## src/rtl/axi4_lite_slave_mem_pkg.sv

```systemverilog
// Shared definitions for the AXI4-Lite memory slave: bus widths, response codes and FSM state types.
package axi4_lite_slave_mem_pkg;

    localparam int ADDRESS_WIDTH = 32;
    localparam int DATA_WIDTH    = 32;

    typedef enum logic [1:0] {
        OKAY   = 2'b00,
        EXOKAY = 2'b01,
        SLVERR = 2'b10,
        DECERR = 2'b11
    } axi_resp_e;

    typedef enum logic [1:0] {
        W_IDLE,
        W_HAVE_AW,
        W_HAVE_W,
        W_RESP
    } wr_state_e;

    typedef enum logic {
        R_IDLE,
        R_RESP
    } rd_state_e;

endpackage

```

## src/rtl/axi4_lite_slave_mem_if.sv

```systemverilog
// AXI4-Lite signal bundle (AW/W/B/AR/R) with master and slave views.
interface axi4_lite_slave_mem_if
    import axi4_lite_slave_mem_pkg::*;
#(
    parameter int ADDR_W = ADDRESS_WIDTH,
    parameter int DATA_W = DATA_WIDTH
);
    logic [ADDR_W-1:0]   awaddr;
    logic [2:0]          awprot;
    logic                awvalid;
    logic                awready;
    logic [DATA_W-1:0]   wdata;
    logic [DATA_W/8-1:0] wstrb;
    logic                wvalid;
    logic                wready;
    logic [1:0]          bresp;
    logic                bvalid;
    logic                bready;
    logic [ADDR_W-1:0]   araddr;
    logic [2:0]          arprot;
    logic                arvalid;
    logic                arready;
    logic [DATA_W-1:0]   rdata;
    logic [1:0]          rresp;
    logic                rvalid;
    logic                rready;

    modport master (
        output awaddr, awprot, awvalid, wdata, wstrb, wvalid, bready,
               araddr, arprot, arvalid, rready,
        input  awready, wready, bresp, bvalid, arready, rdata, rresp, rvalid
    );

    modport slave (
        input  awaddr, awprot, awvalid, wdata, wstrb, wvalid, bready,
               araddr, arprot, arvalid, rready,
        output awready, wready, bresp, bvalid, arready, rdata, rresp, rvalid
    );

endinterface

```

## src/rtl/axi4_lite_slave_mem_array.sv

```systemverilog
// Word storage with one byte-enabled write port and one registered read port.
// Latency: read data valid the cycle after rd_en; same-edge write to the read word returns old data.
// Backpressure: none; the caller only pulses rd_en when it can hold the result.
module axi4_lite_slave_mem_array #(
    parameter int MEM_DEPTH  = 16,
    parameter int DATA_WIDTH = 32
) (
    input  logic                          aclk,
    input  logic                          aresetn,
    input  logic                          wr_en,
    input  logic [$clog2(MEM_DEPTH)-1:0]  wr_idx,
    input  logic [DATA_WIDTH-1:0]         wr_data,
    input  logic [DATA_WIDTH/8-1:0]       wr_strb,
    input  logic                          rd_en,
    input  logic                          rd_zero,
    input  logic [$clog2(MEM_DEPTH)-1:0]  rd_idx,
    output logic [DATA_WIDTH-1:0]         rd_data
);
    localparam int STRB_W = DATA_WIDTH / 8;

    logic [DATA_WIDTH-1:0] mem [MEM_DEPTH];
    logic [DATA_WIDTH-1:0] rd_data_q, rd_data_d;

    // Storage is deliberately unreset; only the read register clears.
    always_ff @(posedge aclk) begin
        if (wr_en) begin
            for (int i = 0; i < STRB_W; i++) begin
                if (wr_strb[i]) begin
                    mem[wr_idx][8*i +: 8] <= wr_data[8*i +: 8];
                end
            end
        end
    end

    always_comb begin
        rd_data_d = rd_data_q;
        if (rd_en) begin
            rd_data_d = rd_zero ? '0 : mem[rd_idx];
        end
    end

    always_ff @(posedge aclk or negedge aresetn) begin
        if (!aresetn) begin
            rd_data_q <= '0;
        end else begin
            rd_data_q <= rd_data_d;
        end
    end

    assign rd_data = rd_data_q;

endmodule

```

## src/rtl/axi4_lite_slave_mem.sv

```systemverilog
// AXI4-Lite slave backed by a byte-enabled word memory; AXI4_LITE_SLAVE_PROT_CHECK_EN rejects unprivileged accesses.
// Latency: B one cycle after the second of AW/W is accepted, R one cycle after AR.
// Backpressure: B/R held stable until bready/rready; no new request on that channel until then.
module axi4_lite_slave_mem #(
    parameter int ADDRESS_WIDTH = axi4_lite_slave_mem_pkg::ADDRESS_WIDTH,
    parameter int DATA_WIDTH    = axi4_lite_slave_mem_pkg::DATA_WIDTH,
    parameter int MEM_DEPTH     = 16,
    parameter logic [ADDRESS_WIDTH-1:0] BASE_ADDR = '0
) (
    input  logic                 aclk,
    input  logic                 aresetn,
    axi4_lite_slave_mem_if.slave s_axi
);
    import axi4_lite_slave_mem_pkg::*;

    localparam int STRB_W = DATA_WIDTH / 8;
    localparam int OFF_W  = $clog2(STRB_W);
    localparam int IDX_W  = $clog2(MEM_DEPTH);
    localparam logic [ADDRESS_WIDTH-1:0] MEM_BYTES = ADDRESS_WIDTH'(MEM_DEPTH * STRB_W);

    wr_state_e                wr_state_q, wr_state_d;
    logic                     awready_q, awready_d;
    logic                     wready_q, wready_d;
    logic                     bvalid_q, bvalid_d;
    axi_resp_e                bresp_q, bresp_d;
    logic [ADDRESS_WIDTH-1:0] awaddr_q, awaddr_d;
    logic                     awpriv_q, awpriv_d;
    logic [DATA_WIDTH-1:0]    wdata_q, wdata_d;
    logic [STRB_W-1:0]        wstrb_q, wstrb_d;

    rd_state_e                rd_state_q, rd_state_d;
    logic                     arready_q, arready_d;
    logic                     rvalid_q, rvalid_d;
    axi_resp_e                rresp_q, rresp_d;

    logic                     aw_hs, w_hs, ar_hs;
    logic                     wr_commit, mem_we, mem_re;
    logic [ADDRESS_WIDTH-1:0] wr_addr, wr_off, rd_off;
    logic                     wr_priv, wr_priv_ok, rd_priv_ok;
    logic                     wr_ok, rd_ok;
    logic [DATA_WIDTH-1:0]    wr_data;
    logic [STRB_W-1:0]        wr_strb;
    logic [DATA_WIDTH-1:0]    mem_rdata;
    logic                     unused_prot;

    assign aw_hs = s_axi.awvalid & awready_q;
    assign w_hs  = s_axi.wvalid  & wready_q;
    assign ar_hs = s_axi.arvalid & arready_q;

    // Whichever half arrived first was latched; the other comes straight off the bus.
    assign wr_addr = (wr_state_q == W_HAVE_AW) ? awaddr_q : s_axi.awaddr;
    assign wr_priv = (wr_state_q == W_HAVE_AW) ? awpriv_q : s_axi.awprot[0];
    assign wr_data = (wr_state_q == W_HAVE_W)  ? wdata_q  : s_axi.wdata;
    assign wr_strb = (wr_state_q == W_HAVE_W)  ? wstrb_q  : s_axi.wstrb;

    // Offsets wrap for addresses below BASE_ADDR, so one unsigned compare bounds both ends.
    assign wr_off = wr_addr - BASE_ADDR;
    assign rd_off = s_axi.araddr - BASE_ADDR;

`ifdef AXI4_LITE_SLAVE_PROT_CHECK_EN
    assign wr_priv_ok  = wr_priv;
    assign rd_priv_ok  = s_axi.arprot[0];
    assign unused_prot = ^{s_axi.awprot[2:1], s_axi.arprot[2:1]};
`else
    assign wr_priv_ok  = 1'b1;
    assign rd_priv_ok  = 1'b1;
    assign unused_prot = ^{wr_priv, s_axi.awprot[2:1], s_axi.arprot};
`endif

    assign wr_ok = (wr_off < MEM_BYTES) && wr_priv_ok;
    assign rd_ok = (rd_off < MEM_BYTES) && rd_priv_ok;

    always_comb begin
        wr_state_d = wr_state_q;
        awaddr_d   = awaddr_q;
        awpriv_d   = awpriv_q;
        wdata_d    = wdata_q;
        wstrb_d    = wstrb_q;
        bresp_d    = bresp_q;
        wr_commit  = 1'b0;
        mem_we     = 1'b0;

        case (wr_state_q)
            W_IDLE: begin
                if (aw_hs && w_hs) begin
                    wr_commit = 1'b1;
                end else if (aw_hs) begin
                    awaddr_d   = s_axi.awaddr;
                    awpriv_d   = s_axi.awprot[0];
                    wr_state_d = W_HAVE_AW;
                end else if (w_hs) begin
                    wdata_d    = s_axi.wdata;
                    wstrb_d    = s_axi.wstrb;
                    wr_state_d = W_HAVE_W;
                end
            end
            W_HAVE_AW: wr_commit = w_hs;
            W_HAVE_W:  wr_commit = aw_hs;
            W_RESP: begin
                if (s_axi.bready) begin
                    wr_state_d = W_IDLE;
                end
            end
            default: wr_state_d = W_IDLE;
        endcase

        if (wr_commit) begin
            mem_we     = wr_ok;
            bresp_d    = wr_ok ? OKAY : SLVERR;
            wr_state_d = W_RESP;
        end

        awready_d = (wr_state_d == W_IDLE) || (wr_state_d == W_HAVE_W);
        wready_d  = (wr_state_d == W_IDLE) || (wr_state_d == W_HAVE_AW);
        bvalid_d  = (wr_state_d == W_RESP);
    end

    always_comb begin
        rd_state_d = rd_state_q;
        rresp_d    = rresp_q;
        mem_re     = 1'b0;

        case (rd_state_q)
            R_IDLE: begin
                if (ar_hs) begin
                    mem_re     = 1'b1;
                    rresp_d    = rd_ok ? OKAY : SLVERR;
                    rd_state_d = R_RESP;
                end
            end
            R_RESP: begin
                if (s_axi.rready) begin
                    rd_state_d = R_IDLE;
                end
            end
            default: rd_state_d = R_IDLE;
        endcase

        arready_d = (rd_state_d == R_IDLE);
        rvalid_d  = (rd_state_d == R_RESP);
    end

    always_ff @(posedge aclk or negedge aresetn) begin
        if (!aresetn) begin
            wr_state_q <= W_IDLE;
            awready_q  <= 1'b0;
            wready_q   <= 1'b0;
            bvalid_q   <= 1'b0;
            bresp_q    <= OKAY;
            awaddr_q   <= '0;
            awpriv_q   <= 1'b0;
            wdata_q    <= '0;
            wstrb_q    <= '0;
            rd_state_q <= R_IDLE;
            arready_q  <= 1'b0;
            rvalid_q   <= 1'b0;
            rresp_q    <= OKAY;
        end else begin
            wr_state_q <= wr_state_d;
            awready_q  <= awready_d;
            wready_q   <= wready_d;
            bvalid_q   <= bvalid_d;
            bresp_q    <= bresp_d;
            awaddr_q   <= awaddr_d;
            awpriv_q   <= awpriv_d;
            wdata_q    <= wdata_d;
            wstrb_q    <= wstrb_d;
            rd_state_q <= rd_state_d;
            arready_q  <= arready_d;
            rvalid_q   <= rvalid_d;
            rresp_q    <= rresp_d;
        end
    end

    axi4_lite_slave_mem_array #(
        .MEM_DEPTH  (MEM_DEPTH),
        .DATA_WIDTH (DATA_WIDTH)
    ) u_array (
        .aclk    (aclk),
        .aresetn (aresetn),
        .wr_en   (mem_we),
        .wr_idx  (wr_off[OFF_W +: IDX_W]),
        .wr_data (wr_data),
        .wr_strb (wr_strb),
        .rd_en   (mem_re),
        .rd_zero (!rd_ok),
        .rd_idx  (rd_off[OFF_W +: IDX_W]),
        .rd_data (mem_rdata)
    );

    assign s_axi.awready = awready_q;
    assign s_axi.wready  = wready_q;
    assign s_axi.bvalid  = bvalid_q;
    assign s_axi.bresp   = bresp_q;
    assign s_axi.arready = arready_q;
    assign s_axi.rvalid  = rvalid_q;
    assign s_axi.rresp   = rresp_q;
    assign s_axi.rdata   = mem_rdata;

endmodule

```

## src/flat_wrapper.sv

```systemverilog
// flat-port wrapper written by rule: the top's interface ports become plain ports
module axi4_lite_slave_mem_flat import axi4_lite_slave_mem_pkg::*;
#(
    parameter int ADDRESS_WIDTH = axi4_lite_slave_mem_pkg::ADDRESS_WIDTH,
    parameter int DATA_WIDTH    = axi4_lite_slave_mem_pkg::DATA_WIDTH,
    parameter int MEM_DEPTH     = 16,
    parameter logic [ADDRESS_WIDTH-1:0] BASE_ADDR = '0
)
  (aclk, aresetn, s_axi_awaddr, s_axi_awprot, s_axi_awvalid, s_axi_wdata, s_axi_wstrb, s_axi_wvalid, s_axi_bready, s_axi_araddr, s_axi_arprot, s_axi_arvalid, s_axi_rready, s_axi_awready, s_axi_wready, s_axi_bresp, s_axi_bvalid, s_axi_arready, s_axi_rdata, s_axi_rresp, s_axi_rvalid);
  axi4_lite_slave_mem_if s_axi_i ();
  input  logic aclk;
  input  logic aresetn;
  input wire logic [$bits(s_axi_i.awaddr)-1:0] s_axi_awaddr;
  input wire logic [$bits(s_axi_i.awprot)-1:0] s_axi_awprot;
  input wire logic [$bits(s_axi_i.awvalid)-1:0] s_axi_awvalid;
  input wire logic [$bits(s_axi_i.wdata)-1:0] s_axi_wdata;
  input wire logic [$bits(s_axi_i.wstrb)-1:0] s_axi_wstrb;
  input wire logic [$bits(s_axi_i.wvalid)-1:0] s_axi_wvalid;
  input wire logic [$bits(s_axi_i.bready)-1:0] s_axi_bready;
  input wire logic [$bits(s_axi_i.araddr)-1:0] s_axi_araddr;
  input wire logic [$bits(s_axi_i.arprot)-1:0] s_axi_arprot;
  input wire logic [$bits(s_axi_i.arvalid)-1:0] s_axi_arvalid;
  input wire logic [$bits(s_axi_i.rready)-1:0] s_axi_rready;
  output wire logic [$bits(s_axi_i.awready)-1:0] s_axi_awready;
  output wire logic [$bits(s_axi_i.wready)-1:0] s_axi_wready;
  output wire logic [$bits(s_axi_i.bresp)-1:0] s_axi_bresp;
  output wire logic [$bits(s_axi_i.bvalid)-1:0] s_axi_bvalid;
  output wire logic [$bits(s_axi_i.arready)-1:0] s_axi_arready;
  output wire logic [$bits(s_axi_i.rdata)-1:0] s_axi_rdata;
  output wire logic [$bits(s_axi_i.rresp)-1:0] s_axi_rresp;
  output wire logic [$bits(s_axi_i.rvalid)-1:0] s_axi_rvalid;
  assign s_axi_i.awaddr = s_axi_awaddr;
  assign s_axi_i.awprot = s_axi_awprot;
  assign s_axi_i.awvalid = s_axi_awvalid;
  assign s_axi_i.wdata = s_axi_wdata;
  assign s_axi_i.wstrb = s_axi_wstrb;
  assign s_axi_i.wvalid = s_axi_wvalid;
  assign s_axi_i.bready = s_axi_bready;
  assign s_axi_i.araddr = s_axi_araddr;
  assign s_axi_i.arprot = s_axi_arprot;
  assign s_axi_i.arvalid = s_axi_arvalid;
  assign s_axi_i.rready = s_axi_rready;
  assign s_axi_awready = s_axi_i.awready;
  assign s_axi_wready = s_axi_i.wready;
  assign s_axi_bresp = s_axi_i.bresp;
  assign s_axi_bvalid = s_axi_i.bvalid;
  assign s_axi_arready = s_axi_i.arready;
  assign s_axi_rdata = s_axi_i.rdata;
  assign s_axi_rresp = s_axi_i.rresp;
  assign s_axi_rvalid = s_axi_i.rvalid;
  axi4_lite_slave_mem #(.ADDRESS_WIDTH(ADDRESS_WIDTH), .DATA_WIDTH(DATA_WIDTH), .MEM_DEPTH(MEM_DEPTH), .BASE_ADDR(BASE_ADDR)) u_core (.aclk(aclk), .aresetn(aresetn), .s_axi(s_axi_i));
endmodule
```

## config.mk

```make
export PLATFORM = sky130hd
export DESIGN_NAME = axi4_lite_slave_mem_flat
export DESIGN_NICKNAME = d
export VERILOG_FILES = /design/src/rtl/axi4_lite_slave_mem_pkg.sv /design/src/rtl/axi4_lite_slave_mem_if.sv /design/src/rtl/axi4_lite_slave_mem_array.sv /design/src/rtl/axi4_lite_slave_mem.sv /design/src/flat_wrapper.sv
export SDC_FILE = /design/constraint.sdc
export NUM_CORES = 1
export LEC_CHECK = 0
export ABC_AREA = 1
export BUFFER_PORTS_ARGS = -buffer_cell sky130_fd_sc_hd__buf_2
export CORE_ASPECT_RATIO = 0.75
export CORE_MARGIN = 2
export CORE_UTILIZATION = 40
export DETAILED_ROUTE_END_ITERATION = 16
export GPL_TIMING_DRIVEN = 1
export PLACE_DENSITY = 0.58
export SYNTH_ARGS = -nofsm -noshare
export SYNTH_HDL_FRONTEND = slang
export SYNTH_HIERARCHICAL = 1
export SYNTH_SLANG_ARGS = --single-unit
```

## constraint.sdc

```tcl
create_clock -name aclk -period 3.44 [get_ports aclk]
set_clock_uncertainty 0.05 [all_clocks]
set_input_delay 0.516 -clock aclk [delete_from_list [all_inputs] [get_ports aclk]]
set_output_delay 0.516 -clock aclk [all_outputs]
set_load 0.01 [all_outputs]
```

==> results of run 1 <==
## power groups by stage
stage / Clock (W) / Combinational, W / Sequential [W]
2_1_floorplan: 0 / 0.00200 / 0.00964
3_3_place_gp: 0 / 0.00340 / 0.00963
3_5_place_dp: 0 / 0.00351 / 0.00966
4_1_cts: 0.00713 / 0.00352 / 0.00951
5_1_grt: 0.00740 / 0.00384 / 0.00957
6_report: 0.00698 / 0.00350 / 0.00951
## cells in the final DEF (no fill, tap or decap), types with 41 or more instances in the layout
master / n
inv_1: 452
o21ai_0: 41
buf_2: 138
nand2_1: 910
nor2_1: 114
nand3_1: 394
clkbuf_16: 74
buf_4: 103
edfxtp_1: 512
dfrtp_1: 107
## kinds of logic (layout without fill, tap and decap cells)
logic type                 count (synthesis)  in the layout  synth area share, %
and+or+nand+nor                         1431           1431                21.50
DFF                                      619            619                65.70
buffers and inverters                    595            830                9.558
AOI/OAI and AO/OA                         90             90                1.953
muxes                                     20             20                1.093
adders and majority gates                  4              4               0.1821
other                                      1              2              0.01365
## flip-flops by register name, indices dropped and copies added, names as in the netlist, 2 cells and up
register and flops:
u_core/awaddr_q 30, u_core/u_array/mem 512, u_core/u_array/rd_data 32, u_core/wdata_q 32
u_core/wr_state_q 2, u_core/wstrb_q 4
## metal layers
| metal | track usage (%) | wire length [um] |
|---|---|---|
| met1 | 28.94 | 32010 |
| met2 | 28.88 | 29180 |
| met3 | 4.067 | 5623 |
| met4 | 5.331 | 1584 |
| met5 | 0 | 27 |
## how the worst min path moves through the flow
stage,endpoint,slack [ns],startpoint
2_1_floorplan,u_core/awaddr_q[10],0.17,aresetn
3_3_place_gp,u_core/awaddr_q[14],0.41,u_core/awaddr_q[14]
3_5_place_dp,u_core/u_array/rd_data[4],0.41,u_core/u_array/rd_data[4]
4_1_cts,u_core/s_axi.rvalid,0.06,s_axi_rready
5_1_grt,u_core/s_axi.rvalid,0.08,s_axi_rready
6_report,u_core/s_axi.rvalid,0.1,s_axi_rready
## through the flow
step,total power (W),hold WS [ns],cell area (sq um)
finish,0.02000,0.09800,31530
global placement,0.01303,0.4107,29390
detailed placement,0.01317,0.4137,29390
CTS,0.02016,0.06378,31530
global route,0.02082,0.08305,31530
floorplan,0.01164,0.1704,27480
## layout make-up
class / instances / area [sq um] / share of cell area [%]
well taps: 892 / 1116 / 3.539
repair buffers: 251 / 1648 / 5.226
flip-flops and latches: 619 / 18050 / 57.25
inverters: 458 / 1727 / 5.476
clock buffers: 88 / 1914 / 6.071
clock inverters: 33 / 221.5 / 0.7023
multi-input cells: 1547 / 6854 / 21.74
==> results.toml, run 1 <==
[clock_tree]
cts_buffers = 66
ctsResizeCount = 0
clk_pin_slew_ns = 0.06
post-cts-setup-buffers = 0
insertion_delay_ns = 0.60
cts.htree.levels = 3
numClockSinks = 619
cts-root-buf = "clkbuf_16"
holdBufCountCts = 1
cts_buffer_depth = 3
tritoncts = "yes"

[outcome]
status = "finished clean"

[setup_path]
rr_worst_depth = 9
worstSetupStartpoint = "u_core/wr_state_q[1]"
critPathBufInv = 4
endpoint_kind = "register"
crit_arrival_ns = 3.29
r2r-end = "u_core/u_array/mem[13][20]"
rr_startpoint = "u_core/wr_state_q[1]"
path_delay_family = "simple AND/OR/NAND/NOR gates"
worstPathCellList = "inv_1 -> ha_1 -> buf_4 -> o21ai_0 -> inv_1 -> nor2_1 -> nand2_1 -> nor2_1 -> buf_4"
cp-start-kind = "register"
cp.depth = 9
cp_slowest_cell = "nand2_1"
critical_path.max_stage_delay_ns = 0.50
reg2reg_slack_ns = 0.40
critPathRequiredTime_ns = 3.69
path_max_fanout = 8
cp-endpoint = "u_core/u_array/mem[13][20]"
critPathKind = "register to register"

[routing]
firstDrtPassIters = 7
wl_mm = 68.43
wire_per_inst_um = 17.60
drtAntennaViolNets = 0
vias = 18700
drc = 0
via_per_inst = 4.809
drt_iter0_markers = 1586

[flow_run]
cap_violations = 0

[timing]
fmax_mhz = 328.8
slew_headroom_pct = 17.89
tns_ns = 0
hold_viol = 0
finalSetupViolCount = 0
setup_ws_ns = 0.3986
worst_pin_slew_ns = 1.232
final.min_clock_period_ns = 3.041
grt_setup_unrepaired = "false"
finalMaxSlewViolations = 0
period_share_pct = 88.41

[worst_hold_path]
hold_depth = 2
min_path_type = "input port to register"

[global_routing]
gr-total-overflow = 0
grt_max_degree = 129
grt_antenna_before_repair = 1
grtUsageTotal_pct = 19.48
grt_pass1_vias = 17840
grt_pass1_wl_mm = 104.6

[place]
dp_hpwl_mm = 42.41
portBuffers = 141
pre_cts_ws_ns = 0.4667
gp_congestion = 0.7997
placedCellCount = 3766

[floorplan]
start_util_pct = 40.27
rows = 83
die_area_sq_um = 70830
die_height_um = 231.0
core_area_sq_um = 68230
fp.dieW_um = 306.6
io_pins = 154

[power]
p_comb_share_pct = 17.5
power_frac_clock_pct = 34.9
seq_power_share_pct = 47.6
sw_frac_of_total_pct = 28.15
ir_drop_uv = 764.2
total_leakage_power_nw = 14.18
power.density_nw_per_um2 = 634.2
power_switching_w = 0.005630
internal-power_w = 0.01437

[yosys]
ys_warn_count = 6
ys_ff_latch = 619
syn_area_sq_um = 27480
synth-edff-count = 512
synth.most_common_cell = "nand2_1"
synth_top_cell_area_share_pct = 55.95
synth_top_area_cell = "edfxtp_1"
ys_seq_area_share_pct = 65.70
synthFlopType = "edfxtp_1"
synth-async-reset-ratio_pct = 17.29
syn_inst = 2760
ys_types = 29
synth.avg_cell_area_sq_um = 9.956
synth_commonest_cells = "910 x nand2_1, 512 x edfxtp_1, 453 x inv_1, 394 x nand3_1, 115 x nor2_1"
ys_top_cells_by_area = "edfxtp_1 56%, nand2_1 12%, dfrtp_1 9.7%, nand3_1 7.2%, inv_1 6.2%"

[final_layout]
utilization_pct = 46.22
antenna_cells = 0
area_growth_pct = 14.76
drive_gt1_share_pct = 13.62
fin_cells = 3888
nNetsFinal = 3060
fillers = 6230
Power figures use the tool's default switching activity.
==> run 2, diff against run 1 <==
--- a/config.mk
+++ b/config.mk
@@ -5,14 +5,13 @@
 export SDC_FILE = /design/constraint.sdc
 export NUM_CORES = 1
 export LEC_CHECK = 0
-export ABC_AREA = 1
-export BUFFER_PORTS_ARGS = -buffer_cell sky130_fd_sc_hd__buf_2
 export CORE_ASPECT_RATIO = 0.75
 export CORE_MARGIN = 2
 export CORE_UTILIZATION = 40
 export DETAILED_ROUTE_END_ITERATION = 16
+export DONT_BUFFER_PORTS = 1
 export GPL_TIMING_DRIVEN = 1
-export PLACE_DENSITY = 0.58
+export PLACE_DENSITY = 0.56
 export SYNTH_ARGS = -nofsm -noshare
 export SYNTH_HDL_FRONTEND = slang
 export SYNTH_HIERARCHICAL = 1
==> results.toml, run 2 <==
[setup_path]
critPathKind = "register to register"
endpoint_kind = "register"
path_delay_family = "simple AND/OR/NAND/NOR gates"
rr_worst_depth = 10
critPathBufInv = 2
path_max_fanout = 16
cp_slowest_cell = "dfrtp_1"
worstSetupStartpoint = "u_core/wr_state_q[1]"
cp-start-kind = "register"
worstPathCellList = "inv_1 -> ha_2 -> nor4_1 -> nand4_1 -> nor4_1 -> a31oi_1 -> nor2_1 -> nand2_2 -> nor2_1 -> buf_4"
critical_path.max_stage_delay_ns = 0.41
cp.depth = 10
r2r-end = "u_core/u_array/mem[11][8]"
crit_arrival_ns = 3.39
critPathRequiredTime_ns = 3.70
reg2reg_slack_ns = 0.30
cp-endpoint = "u_core/u_array/mem[11][8]"
rr_startpoint = "u_core/wr_state_q[1]"

[yosys]
synth-edff-count = 512
ys_top_cells_by_area = "edfxtp_1 61%, dfrtp_1 11%, mux2i_1 10%, mux2_1 4.6%, a22oi_1 2.9%"
ys_ff_latch = 619
ys_seq_area_share_pct = 71.67
ys_types = 49
ys_warn_count = 6
synth-async-reset-ratio_pct = 17.29
syn_area_sq_um = 25190
synth.most_common_cell = "edfxtp_1"
synth.avg_cell_area_sq_um = 16.62
synth_top_cell_area_share_pct = 61.04
synth_top_area_cell = "edfxtp_1"
syn_inst = 1515
synthFlopType = "edfxtp_1"
synth_commonest_cells = "512 x edfxtp_1, 256 x mux2i_1, 107 x dfrtp_1, 103 x mux2_1, 96 x a22oi_1"

[worst_hold_path]
hp-start = "s_axi_arvalid"
min_path_type = "input port to register"

[power]
power_switching_w = 0.004700
internal-power_w = 0.01397
total_leakage_power_nw = 10.45
power_frac_clock_pct = 35.9
seq_power_share_pct = 50.9
power.total_w = 0.01867
power.density_nw_per_um2 = 644.4
p_comb_share_pct = 13.2
ir_drop_uv = 394.7
sw_frac_of_total_pct = 25.17

[global_routing]
gr-max-usage-layer = "met2"
met2_usage_pct = 27.06
met3_usage_pct = 2.642
grt_max_degree = 257
grtUsageTotal_pct = 17.36
gr-total-overflow = 0
grt_pass1_wl_mm = 84.80
grtUsageMet1_pct = 25.51
grt_pass1_vias = 13460
grt_antenna_before_repair = 0

[final_layout]
fin_area_sq_um = 28970
antenna_cells = 0
largest-register = "u_core/u_array/mem"
final_common_cell = "edfxtp_1"
largest_reg_flops = 512
drive_gt1_share_pct = 13.23
nNetsFinal = 1758
final_cell_mix = "512 x edfxtp_1, 256 x mux2i_1, 107 x dfrtp_1, 103 x mux2_1, 96 x a22oi_1"
area_growth_pct = 15.03

[routing]
drtAntennaViolNets = 0
wl_mm = 57.03
firstDrtPassIters = 5
wire_per_inst_um = 22.78
drt_iter0_markers = 1024
vias = 13350
drc = 0
via_per_inst = 5.332

[floorplan]
die_height_um = 221.3
io_pins = 154
core_area_sq_um = 62170
fp.dieW_um = 293.8
rows = 79
die_area_sq_um = 65010
start_util_pct = 40.51

[timing]
grt_setup_unrepaired = "false"
slew_headroom_pct = 36.78
worst_pin_slew_ns = 0.9484
finalMaxSlewViolations = 0
tns_ns = 0
period_share_pct = 91.15
hold_viol = 0
final.min_clock_period_ns = 3.135
fmax_mhz = 318.9
setup_ws_ns = 0.3045
finalSetupViolCount = 0

[flow_run]
cap_violations = 0

[place]
gp_congestion = 0.7511
place_area_sq_um = 26230
pre_cts_ws_ns = 0.06148
portBuffers = 0
dp_hpwl_mm = 33.28

[clock_tree]
insertion_delay_ns = 0.62
cts_buffer_depth = 3
tritoncts = "yes"
cts_buffers = 60
clk_pin_slew_ns = 0.06
cts.htree.levels = 2
numClockSinks = 619
cts-root-buf = "clkbuf_16"

[outcome]
status = "finished clean"
run 2: worst min-delay path by stage:
stage | end | cells past startpoint
CTS | u_core/s_axi.rvalid | 2
finish | u_core/s_axi.rvalid | 2
global route | u_core/s_axi.rresp[1] | 3
floorplan | u_core/awaddr_q[10] | 0
detailed placement | u_core/wdata_q[3] | 0
global placement | u_core/wdata_q[3] | 0
run 2: final cells by class:
cell class              count  area [sq um]
inverters                  38         142.6
clock inverters            30         306.5
fillers                  5242         33200
multi-input cells         775          6410
clock buffers              84          1715
well taps                 810          1013
repair buffers            147          1331
flip-flops and latches    619         18050
run 2: cell families after synthesis:
family / Yosys count / share of synthesized area [%]
compound gates: 172 / 5.807
fa+ha+maj: 4 / 0.1987
buf+inv: 122 / 3.025
flops: 619 / 71.67
mux: 363 / 14.97
other cells: 1 / 0.01489
simple gates: 234 / 4.307
run 2: worst reg2reg max path, stage by stage, from the launching register on:
cell,delay [ns]
dfrtp_1,0.41
inv_1,0.08
ha_2,0.27
nor4_1,0.39
nand4_1,0.14
nor4_1,0.19
a31oi_1,0.11
nor2_1,0.39
nand2_2,0.34
nor2_1,0.24
buf_4,0.22
run 2: metal layers:
metal	vias to the layer above	wire (um)	share of wire [%]
li1	6115	-	-
met1	6873	27190	48
met2	279	26200	46
met3	80	2486	4.4
met4	0	1154	2.0
met5	-	0	0
run 2: stage by stage:
| step | std cells | hold slack (ns) | util (%) |
|---|---|---|---|
| after floorplan | 1516 | 0.1704 | - |
| after global placement | 2320 | 0.1737 | 42.19 |
| after detailed placement | 2320 | 0.1731 | 42.19 |
| after CTS | 2503 | 0.03582 | 46.59 |
| after global routing | 2503 | 0.1070 | 46.60 |
| final | 2503 | 0.08624 | 46.60 |
run 2: power by group through the flow:
stage	logic, W	registers [W]	clock network, W
after floorplan	0.00167	0.00958	0
after global placement	0.00229	0.00963	0
after detailed placement	0.00238	0.00966	0
after CTS	0.00249	0.00951	0.00686
after global routing	0.00269	0.00957	0.00716
final	0.00247	0.00951	0.00669
run 2: repair_timing:
item,in CTS,in global routing
resized for setup,0,3
buffers inserted,0,0
hold endpoints to repair,175,0
hold buffers,69,0
setup endpoints to repair,0,256
==> run 3, diff against run 2 <==
==> constraint.sdc (replaced) <==
create_clock -name aclk -period 3.13 [get_ports aclk]
set_clock_uncertainty 0.05 [all_clocks]
set_input_delay 0.4695 -clock aclk [delete_from_list [all_inputs] [get_ports aclk]]
set_output_delay 0.4695 -clock aclk [all_outputs]
set_load 0.01 [all_outputs]
==> results.toml, run 3 (same netlist as run 2, synthesis figures left out) <==
[outcome]
status = "finished clean"

[place]
portBuffers = 0
gp_congestion = 0.7425
dp_hpwl_mm = 33.76
placedCellCount = 2330

[clock_tree]
clk_pin_slew_ns = 0.06
cts-root-buf = "clkbuf_16"
cts.htree.levels = 2
numClockSinks = 619
tritoncts = "yes"
cts_buffers = 58
post-cts-setup-buffers = 0
insertion_delay_ns = 0.61
cts_buffer_depth = 3

[routing]
via_per_inst = 5.304
wl_mm = 56.94
drtAntennaViolNets = 0
drc = 0
wire_per_inst_um = 22.70
drt_iter0_markers = 1127
firstDrtPassIters = 7
vias = 13300

[final_layout]
largest-register = "u_core/u_array/mem"
final_common_cell = "edfxtp_1"
antenna_cells = 0
drive_gt1_share_pct = 13.60
final_cell_mix = "512 x edfxtp_1, 256 x mux2i_1, 107 x dfrtp_1, 103 x mux2_1, 96 x a22oi_1"
seqCellArea_sq_um = 18050
area_growth_pct = 14.63
fillers = 5269
utilization_pct = 46.44
fin_cells = 2508
multiInputGateArea_sq_um = 6420
largest_reg_flops = 512
nNetsFinal = 1766

[setup_path]
cp_slowest_cell = "mux2_1"
critPathKind = "register to register"
worstPathCellList = "inv_1 -> ha_1 -> buf_4 -> mux2_1 -> nor2b_1 -> nand2_1 -> nor2_1 -> buf_4"
crit_arrival_ns = 3.23
path_delay_family = "simple AND/OR/NAND/NOR gates"
critPathBufInv = 3
path_max_fanout = 7
critical_path.max_stage_delay_ns = 0.44
endpoint_kind = "register"
cp-start-kind = "register"
critPathRequiredTime_ns = 3.40
crit_top_cell = "buf_4"

[power]
ir_drop_uv = 407.5
total_leakage_power_nw = 10.41
power.density_nw_per_um2 = 690.3

[timing]
slew_headroom_pct = 37.16
final.min_clock_period_ns = 2.956
finalSetupViolCount = 0
fmax_mhz = 338.3
tns_ns = 0
hold_viol = 0
period_share_pct = 94.45
worst_pin_slew_ns = 0.9426
finalMaxSlewViolations = 0
grt_setup_unrepaired = "false"

[floorplan]
die_height_um = 221.3
fp.dieW_um = 293.8
die_area_sq_um = 65010
rows = 79
core_area_sq_um = 62170
start_util_pct = 40.51
io_pins = 154

[flow_run]
cap_violations = 0

[global_routing]
grt_pass1_vias = 13520
grt_pass1_wl_mm = 85.24
grt_max_degree = 257
grt_antenna_before_repair = 0
grtUsageTotal_pct = 17.45
gr-total-overflow = 0

[worst_hold_path]
min_path_type = "input port to register"
[run 3: cell count changes in the layout (fill, tap and decap cells not counted), sizes merged]
cell / change
bufinv: -5
clkinvlp: +2
clkinv: +2
inv: -1
buf: +10
clkbuf: -3
[run 3: power breakdown]
part           switching [W]  internal [W]
logic                0.00183      0.000903
clock network        0.00296       0.00377
registers           0.000278        0.0102
[run 3: final cells by class]
class | instances | share of cell area (%)
clock inverters | 28 | 0.5720
repair buffers | 157 | 4.914
clock buffers | 81 | 5.746
well taps | 810 | 3.510
flip-flops and latches | 619 | 62.53
multi-input cells | 775 | 22.24
inverters | 38 | 0.4940
[run 3: worst paths after layout]
kind	startpoint	endpoint	slack, ns	cells after the start
setup / recovery	u_core/wr_state_q[1]	u_core/u_array/mem[6][3]	0.17	8
hold / removal	s_axi_arvalid	u_core/s_axi.rvalid	0.05	2
setup reg to reg	u_core/wr_state_q[1]	u_core/u_array/mem[6][3]	0.17	8
hold reg to reg	u_core/wdata_q[8]	u_core/wdata_q[8]	0.44	1
max in group asynchronous	aresetn	u_core/u_array/rd_data[25]	2.09	2
min in group asynchronous	aresetn	u_core/wdata_q[3]	0.41	2
[run 3: per-layer routing]
| metal | wire length (um) | GRT usage, % |
|---|---|---|
| met1 | 27230 | 25.87 |
| met2 | 25790 | 26.68 |
| met3 | 3008 | 3.264 |
| met4 | 904 | 3.999 |
| met5 | 0 | 0 |
[run 3: worst register-to-register path: cells and delay by family (launching register included)]
family / cells / cell delay (ns)
and+or+nand+nor: 3 / 0.90
DFF: 1 / 0.42
adders and majority gates: 1 / 0.34
muxes: 1 / 0.44
buffers and inverters: 3 / 0.51
[run 3: what timing repair did]
action,in CTS,in global routing
gates resized for setup,0,4
endpoints found under the setup margin,0,387
endpoints found under the hold margin,175,0
hold buffers,69,0
[run 3: per-stage QoR]
| stage | setup slack [ns] | instance area (sq um) | hold WS (ns) | total power (W) |
|---|---|---|---|---|
| finish | 0.1737 | 28870 | 0.04952 | 0.01993 |
| global route | 0.01784 | 28870 | 0.03452 | 0.02077 |
| CTS | 0.01845 | 28850 | 0.007331 | 0.02013 |
| detailed placement | 0.06200 | 26320 | 0.1275 | 0.01325 |
| global placement | 0.1224 | 26320 | 0.1281 | 0.01312 |
| floorplan | 0.3746 | 25190 | 0.1239 | 0.01236 |
